==> src/rtl/fault_classifier_scheduler.sv <==
// Round-robin fault classifier: per-port verdict slots feed Healthy/Intermittent/Faulty FSMs, one verdict per cycle.
// Pulse to state/event takes 2 edges; grants stall while an event is held unaccepted, slots keep capturing.
module fault_classifier_scheduler #(
  parameter int PORTS                     = 4,
  parameter int PORT_BITS                 = 2,
  parameter int counter_depth             = 8,
  parameter int healthy_counter_threshold = 4,
  parameter int faulty_counter_threshold  = 4
) (
  input  logic                   clk,
  input  logic                   reset,
  input  logic [PORTS-1:0]       faulty_packet,
  input  logic [PORTS-1:0]       healthy_packet,
  input  logic [PORTS-1:0]       clear_port,
  output logic [3*PORTS-1:0]     port_state,
  output logic [PORTS-1:0]       overflow,
  output logic                   event_valid,
  input  logic                   event_ready,
  output logic [PORT_BITS-1:0]   event_port,
  output logic [2:0]             event_state
);

  localparam logic [2:0] ST_H = 3'b001;
  localparam logic [2:0] ST_I = 3'b010;
  localparam logic [2:0] ST_F = 3'b100;
  localparam logic [counter_depth-1:0] FTH     = counter_depth'(faulty_counter_threshold);
  localparam logic [counter_depth-1:0] HTH     = counter_depth'(healthy_counter_threshold);
  localparam logic [counter_depth-1:0] CNT_MAX = '1;

  logic [PORTS-1:0][2:0]               st_q, st_d;
  logic [PORTS-1:0][counter_depth-1:0] fc_q, fc_d, hc_q, hc_d;
  logic [PORTS-1:0]                    slot_full_q, slot_full_d;
  logic [PORTS-1:0]                    slot_faulty_q, slot_faulty_d;
  logic [PORTS-1:0]                    ovf_q, ovf_d;
  logic [PORT_BITS-1:0]                rr_q, rr_d;
  logic                                ev_vld_q, ev_vld_d;
  logic [PORT_BITS-1:0]                ev_port_q, ev_port_d;
  logic [2:0]                          ev_state_q, ev_state_d;

  logic                     stall, gnt_vld, svc_faulty, transition, granted;
  logic [PORT_BITS-1:0]     gnt_port, idx;
  logic [counter_depth-1:0] fc_inc, hc_inc;
  logic [2:0]               cur_st, new_st;

  always_comb begin
    stall      = ev_vld_q & ~event_ready;
    gnt_vld    = 1'b0;
    gnt_port   = '0;
    idx        = '0;
    svc_faulty = 1'b0;
    transition = 1'b0;
    granted    = 1'b0;
    fc_inc     = '0;
    hc_inc     = '0;
    cur_st     = ST_H;
    new_st     = ST_H;

    st_d          = st_q;
    fc_d          = fc_q;
    hc_d          = hc_q;
    slot_full_d   = slot_full_q;
    slot_faulty_d = slot_faulty_q;
    ovf_d         = ovf_q;
    rr_d          = rr_q;
    ev_vld_d      = ev_vld_q & ~event_ready;
    ev_port_d     = ev_port_q;
    ev_state_d    = ev_state_q;

    for (int k = 0; k < PORTS; k++) begin
      idx = rr_q + PORT_BITS'(k);
      if (!gnt_vld && slot_full_q[idx]) begin
        gnt_vld  = 1'b1;
        gnt_port = idx;
      end
    end
    // A clear on the winning port cancels the whole grant so rr stays put.
    if (stall || clear_port[gnt_port]) gnt_vld = 1'b0;

    if (gnt_vld) begin
      rr_d       = gnt_port + PORT_BITS'(1);
      svc_faulty = slot_faulty_q[gnt_port];
      cur_st     = st_q[gnt_port];
      new_st     = cur_st;
      fc_inc     = (fc_q[gnt_port] == CNT_MAX) ? fc_q[gnt_port] : fc_q[gnt_port] + counter_depth'(1);
      hc_inc     = (hc_q[gnt_port] == CNT_MAX) ? hc_q[gnt_port] : hc_q[gnt_port] + counter_depth'(1);
      case (cur_st)
        ST_H, ST_I: begin
          if (svc_faulty) begin
            if (fc_inc == FTH) begin
              fc_d[gnt_port] = '0;
              hc_d[gnt_port] = '0;
              new_st         = (cur_st == ST_H) ? ST_I : ST_F;
              transition     = 1'b1;
            end else begin
              fc_d[gnt_port] = fc_inc;
            end
          end else if (hc_inc == HTH) begin
            fc_d[gnt_port] = '0;
            hc_d[gnt_port] = '0;
            if (cur_st == ST_I) begin
              new_st     = ST_H;
              transition = 1'b1;
            end
          end else begin
            hc_d[gnt_port] = hc_inc;
          end
        end
        ST_F: begin
          fc_d[gnt_port] = '0;
          hc_d[gnt_port] = '0;
        end
        default: begin
          fc_d[gnt_port] = '0;
          hc_d[gnt_port] = '0;
          new_st         = ST_H;
          transition     = 1'b1;
        end
      endcase
      st_d[gnt_port] = new_st;
      if (transition) begin
        ev_vld_d   = 1'b1;
        ev_port_d  = gnt_port;
        ev_state_d = new_st;
      end
    end

    for (int i = 0; i < PORTS; i++) begin
      granted = gnt_vld && (gnt_port == PORT_BITS'(i));
      if (granted) slot_full_d[i] = 1'b0;
      if (faulty_packet[i] || healthy_packet[i]) begin
        if (!slot_full_q[i] || granted) begin
          slot_full_d[i]   = 1'b1;
          slot_faulty_d[i] = faulty_packet[i];
        end else begin
          ovf_d[i] = 1'b1;
        end
      end
      if (faulty_packet[i] && healthy_packet[i]) ovf_d[i] = 1'b1;
      if (clear_port[i]) begin
        slot_full_d[i] = 1'b0;
        ovf_d[i]       = 1'b0;
        st_d[i]        = ST_H;
        fc_d[i]        = '0;
        hc_d[i]        = '0;
      end
    end
  end

  always_ff @(posedge clk) begin
    if (reset) begin
      st_q          <= {PORTS{ST_H}};
      fc_q          <= '0;
      hc_q          <= '0;
      slot_full_q   <= '0;
      slot_faulty_q <= '0;
      ovf_q         <= '0;
      rr_q          <= '0;
      ev_vld_q      <= 1'b0;
      ev_port_q     <= '0;
      ev_state_q    <= ST_H;
    end else begin
      st_q          <= st_d;
      fc_q          <= fc_d;
      hc_q          <= hc_d;
      slot_full_q   <= slot_full_d;
      slot_faulty_q <= slot_faulty_d;
      ovf_q         <= ovf_d;
      rr_q          <= rr_d;
      ev_vld_q      <= ev_vld_d;
      ev_port_q     <= ev_port_d;
      ev_state_q    <= ev_state_d;
    end
  end

  assign port_state  = st_q;
  assign overflow    = ovf_q;
  assign event_valid = ev_vld_q;
  assign event_port  = ev_port_q;
  assign event_state = ev_state_q;

endmodule
==> config.mk <==
export PLATFORM = sky130hd
export DESIGN_NAME = fault_classifier_scheduler
export DESIGN_NICKNAME = d
export VERILOG_FILES = /design/src/rtl/fault_classifier_scheduler.sv
export SDC_FILE = /design/constraint.sdc
export NUM_CORES = 1
export LEC_CHECK = 0
export ABC_AREA = 1
export BUFFER_PORTS_ARGS = -buffer_cell sky130_fd_sc_hd__buf_2
export CAP_MARGIN = 30
export CORE_UTILIZATION = 61
export CTS_BUF_LIST = sky130_fd_sc_hd__clkbuf_16
export DETAILED_ROUTE_END_ITERATION = 16
export PLACE_DENSITY_LB_ADDON = 0.12
export SKIP_LAST_GASP = 1
export SLEW_MARGIN = 20
export SYNTH_ARGS = -nofsm -noshare
export SYNTH_HDL_FRONTEND = slang
export SYNTH_SLANG_ARGS = --single-unit
==> constraint.sdc <==
create_clock -name clk -period 4.2 [get_ports clk]
set_input_delay 0.21 -clock clk [delete_from_list [all_inputs] [get_ports clk]]
set_output_delay 0.21 -clock clk [all_outputs]
set_load 0.02 [all_outputs]
======== Word level (Yosys, flattened, before mapping) ========
Cells that the tools add are included.
Widths: inputs -> output; s select.
storage, ports and cells
  bits in registers ....................... 96
  latch bits .............................. 0
  RAM bits ................................ 0
  ROM bits ................................ 0
  bits of input ports ..................... 15
  output and inout bits ................... 22
  logic and storage cells ................. 193
  memories kept ........................... 0
operators by class
  add/sub/neg operators ................... 6
  $mul .................................... 0
  divide/modulo/power cells ............... 0
  $lt $le $gt $ge ......................... 6
  equal/unequal tests ..................... 16
  shifts and indexed selects .............. 0
  multiplexer cells ....................... 83
  bitwise gates (word level) .............. 5
  reductions and logical operators ........ 49
operators with widths
  cell                 count
  $mux 32              8
  $and 32x32->32       2
  $bwmux 32            2
  $mux 1               42
  $mux 8               5
  $bmux 8 s2           2
  $not 32->32          1
  $mux 3               8
  $reduce_and 2->1     11
  $add 8x1->8 const B  2
  $demux 8 s2          1
  $eq 8x3->1 const B   2
  $eq 8x8->1 const B   2
  $lt 2x3->1 const B   5
  $bmux 1 s2           6
  $bwmux 12            1
  $logic_and 1x1->1    12
  $reduce_or 2->1      5
  $logic_or 1x1->1     9
  $mux 2               4
  $ne 2x1->1 const B   4
  $reduce_bool 2->1    4
  $logic_not 1->1      7
  $bmux 3 s2           1
  15 further kinds     19

======== Longest topological paths before layout ========
  word-level depth ........................ 23
  gate-level depth with buffers ........... 31
  mapped depth without buffers ............ 29

======== Least setup slack after synthesis ========
Ideal clock, no wire load.
  kind .................................... register to register
  start ................................... register rr_q[0]
  end ..................................... register fc_q[23] in the netlist's numbering
  library setup time ...................... 113 ps
  arrival ................................. 3,067 ps
  data required time ...................... 4,087 ps
  slack ................................... 1,020 ps
  stages on the path, launching flop included .. 28
  path buffers ............................ 3
  clock period less this slack ............ 3,180 ps
  cell sequence ........................... dfxtp_1 > buf_6 > nand2_1 > nand3_1 > nand2_2 > nor2_4 > nand3_2 > nand2_4 > nand2_4 > buf_6 > buf_6 > nand2_1 > nand3_1 > nand2_1 > ha_1 > nand3_1 > nor2_2 > nand3_1 > a21oi_1 > nand2_1 > nor2_2 > nand2_2 > nand2_4 > nand2_1 > a21boi_1 > nand2_1 > nand2_1 > nor2_1
between the ends
  cells in the longest elaborated chain, start to end .. 21
  elaborated cells between the ends (all ways) .. 62
  classes of those cells .................. add/sub (5); order compare (2); eq/ne (7); mux (36); bitwise (2); reduce/logical (10)
ends and longest elaborated chain
  element                                               line  text
  from (decl)                                           35    logic [PORT_BITS-1:0] rr_q, rr_d;
  from (signal assigned)                                168   rr_q <= rr_d;
  branches (longest 21 deep; another with $add 2x1->2)  n/a
  to (signal assigned)                                  152   fc_q <= '0;
  to (signal assigned)                                  163   fc_q <= fc_d;
  to (decl)                                             31    logic [PORTS-1:0][counter_depth-1:0] fc_q, fc_d, hc_q, hc_d;
Parallel ways; which one is timed is not known. The select of a mux whose other input is x is not followed.
A chain may end at the register's enable or synchronous reset.

======== Final worst setup path ========
  start ................................... register rr_q[0]
  end ..................................... register hc_q[4] in the netlist's numbering
between the ends
  cells in the longest elaborated chain, start to end .. 21
  elaborated cells between the ends (all ways) .. 62
  classes of those cells .................. add/sub (5); order compare (2); eq/ne (7); mux (36); bitwise (2); reduce/logical (10)
ends and longest elaborated chain
  element                                               line  text
  branches (longest 21 deep; another with $add 2x1->2)  n/a
  to (signal assigned)                                  153   hc_q <= '0;
  to (signal assigned)                                  164   hc_q <= hc_d;
  to (decl)                                             31
Parallel ways; which one is timed is not known. The select of a mux whose other input is x is not followed.

==> impl_results.md <==
* CP delay by family, top: simple AND/OR/NAND/NOR gates
* Final worst slack at between 300 and 400 ps
* Cell count after synthesis at 912
* Mux contribution to synthesized area at 0%
* Sequential area share after synthesis at approximately 33%
* Crit Reg-Reg Startpoint: rr_q[0]
* Syn nets at between 900 and 1k
* Num CTS Buffers at 9
* Final Hold Fails at 0
* Drt wl/cell at around 16 um
* First-pass detailed-route iteration total at 5
* Htree depth at 3
* Crit path buf inv count at 3
* Critical Path AT at between 4000 and 5000 ps
* Async set-or-reset flop fraction in the synthesized netlist at 0%
* CORE AREA at 9200 sq um
* Clock Skew at ~8.2 ps
* Worst hold path type: in2reg
* Final setup fails at 0
* Slowest cell on crit path: dfxtp_2
* Min Tclk post-route at ~3800 ps
* CP required at ~4400 ps
* Initial antenna violation count at 0
* DP HPWL at roughly 12 mm
* Clock latency on the worst-skew pair at 350 ps
* XOR/XNOR share of the synthesized area at 0.304%
* Largest net degree at the start of global routing at 32
* Die Width at ~100 um
* Slew margin rel. at a little over two fifths
* # port buffers at 36
* Fill cells at a little over 800
* Max Clk Rate at 260 MHz
* Clock Path Buffers at 2
* Mapped cell area at a little under 6000 sq um
* Commonest non-fill, non-tap cell in the layout: nand2_1
* DP Cell Count at 1,043
* Synthesized area per cell at about 6.3 sq um
* Global-route usage over all layers at between 30% and 40%
* Sink Count at 96
* Primary FF master, synth: dfxtp_1
* Share of layout cells above drive strength 1 at 13.8%
* Worst setup path start: rr_q[0]
* Largest stage delay, worst path at 390 ps
* Ys Warns at 0
* Overflow after GRT at 0
* Setup CP Type: reg2reg
* Vias per cell at about 5.8
* Pins Over Slew Limit at 0
* Final net count at about 970
* Layout area overhead at 11.9%
* Post-Synth Adder-Cell Area at between 1 and 1.5%
* Final std cells w/o fill at ~1.1k
* Period utilization at about nine tenths
* Cells along the critical path: buf_4 -> nand2_1 -> nand3_1 -> nand2_2 -> a21oi_1 -> nand2_2 -> buf_4 -> buf_4 -> nand3_1 -> nand3_1 -> nand2_1 -> ha_1 -> nand3_1 -> nor2_4 -> nand3_1 -> nand2_2 -> nand2_1 -> nor2_4 -> nand2_2 -> nand2_4 -> nand2_2 -> a21oi_1 -> nor2_1
* Die H at 99.2 um
* Cell Rows at 35
* CTS tree: yes
* Clock transition at path regs at 70 ps
* Startpoint types: flop
* Largest family of logic cells by synthesized area: simple AND/OR/NAND/NOR gates
* Via Count at around 6k
* Critical path fanouts, max at 21
* Critical Path Sink Type: flop
* Routed WL at roughly 17 mm
* Root Driver: clkbuf_16
* DIE AREA at between 9000 and 10,000 sq um
* Post-Route Utilization at a little over two thirds
* First-pass GRT wire length at approximately 28 mm
* ANT cells at 0
* DR DRC count at 0
* Post-Place Setup Slack at between 20 and 30 ps
* CTS hold repair buffers at 0
* First-iteration detailed-routing DRC count at 448
* Placer Congestion at between 0.9 and 1
* Run status: complete, no violations
* Initial Util at between 60% and 70%
* #FFs+latches synth at 96
* Worst slew pin tran at approximately 850 ps
* Most frequent cells in the layout: nand2_1 (209), nor2_1 (142), a21oi_1 (113), inv_1 (95), dfxtp_1 (94)
* Vias in the first global route at around 5.8k
* Io pins at 37
* Routed Antenna Nets at 0
* Hold Crit Start: event_ready
* Post-synthesis cell type count at 40
* Synth Area in Compound Gates at 14.7%
* Simple-gate share of the synthesized area at between 30 and 40%
* Number of synthesized flops with an enable pin at 0
* Number of max-cap violations at 0
## logic make-up after synthesis
group | after synthesis
xor+xnor | 2
buf+inv | 141
simple gates | 511
fa+ha+maj | 6
flops | 96
compound gates | 156
## through the flow
stage | TNS (ps) | area (sq um) | hold slack (ps)
after global routing | -5.33 | 6450 | 174
final | 0 | 6450 | 145
after CTS | 0 | 6360 | 142
after detailed placement | 0 | 6010 | 454
after global placement | 0 | 6010 | 449
after floorplan | 0 | 5770 | 357
## metal layers
metal  global-route usage (%)  vias to the layer above  wire length [um]
met5                        0                        -                 0
met3                     5.90                       48              1530
met1                     46.2                     2807              6990
met4                     17.9                        0               687
li1                         -                     3008                 -
met2                     58.0                      294              7890
## final cells by class
class	count	area, sq um	share of cell area, %
flip-flops and latches	96	1920	29.8
inverters	107	409	6.34
multi-input cells	675	3270	50.7
clock inverters	7	120	1.86
well taps	111	139	2.15
repair buffers	58	365	5.66
clock buffers	9	225	3.49
## synthesized netlist by cell type, types with 5 or more instances
library cell	instances	area, sq um
nand2_1	214	803
nor2_1	142	533
a21oi_1	114	571
dfxtp_1	96	1920
inv_1	95	357
nand3_1	89	445
o21ai_0	20	100
nand3b_1	16	120
nand2_2	13	81.3
nand4_1	13	81.3
clkbuf_1	11	41.3
buf_6	9	101
nor2_2	9	56.3
inv_2	8	30.0
a22oi_1	7	52.6
buf_2	7	35.0
ha_1	6	75.1
buf_4	5	37.5
## worst paths after layout
check                     end  slack (ps)  depth (start not counted)
hold / removal    event_valid         140                          4
hold reg to reg      fc_q[30]         470                          2
setup / recovery      hc_q[4]         360                         23
setup reg to reg      hc_q[4]         360                         23
## worst register-to-register path: cells and delay by family (launching register included)
kind                     cells  cell delay, ps
buffers and inverters        3             600
AND/OR/NAND/NOR             17            2140
adder cells (fa/ha/maj)      1             200
AO/OA/AOI/OAI                2             380
flip-flops                   1             390
## timing repair
item,4_1_cts,5_1_grt
setup buffers,0,4
endpoints found under the hold margin,0,0
setup endpoints to repair,0,82
gates resized for setup,0,17
## sequential cells by signal, indices dropped and copies added, names as in the netlist
register and flops:
slot_full_q 4, event_valid 1, event_state 3, overflow 4, hc_q 32, port_state 12, fc_q 32, slot_faulty_q 4
rr_q 2, event_port 2
Power is not shown: default switching activity piles up to over one toggle a cycle in this logic, so the estimate is an artifact.
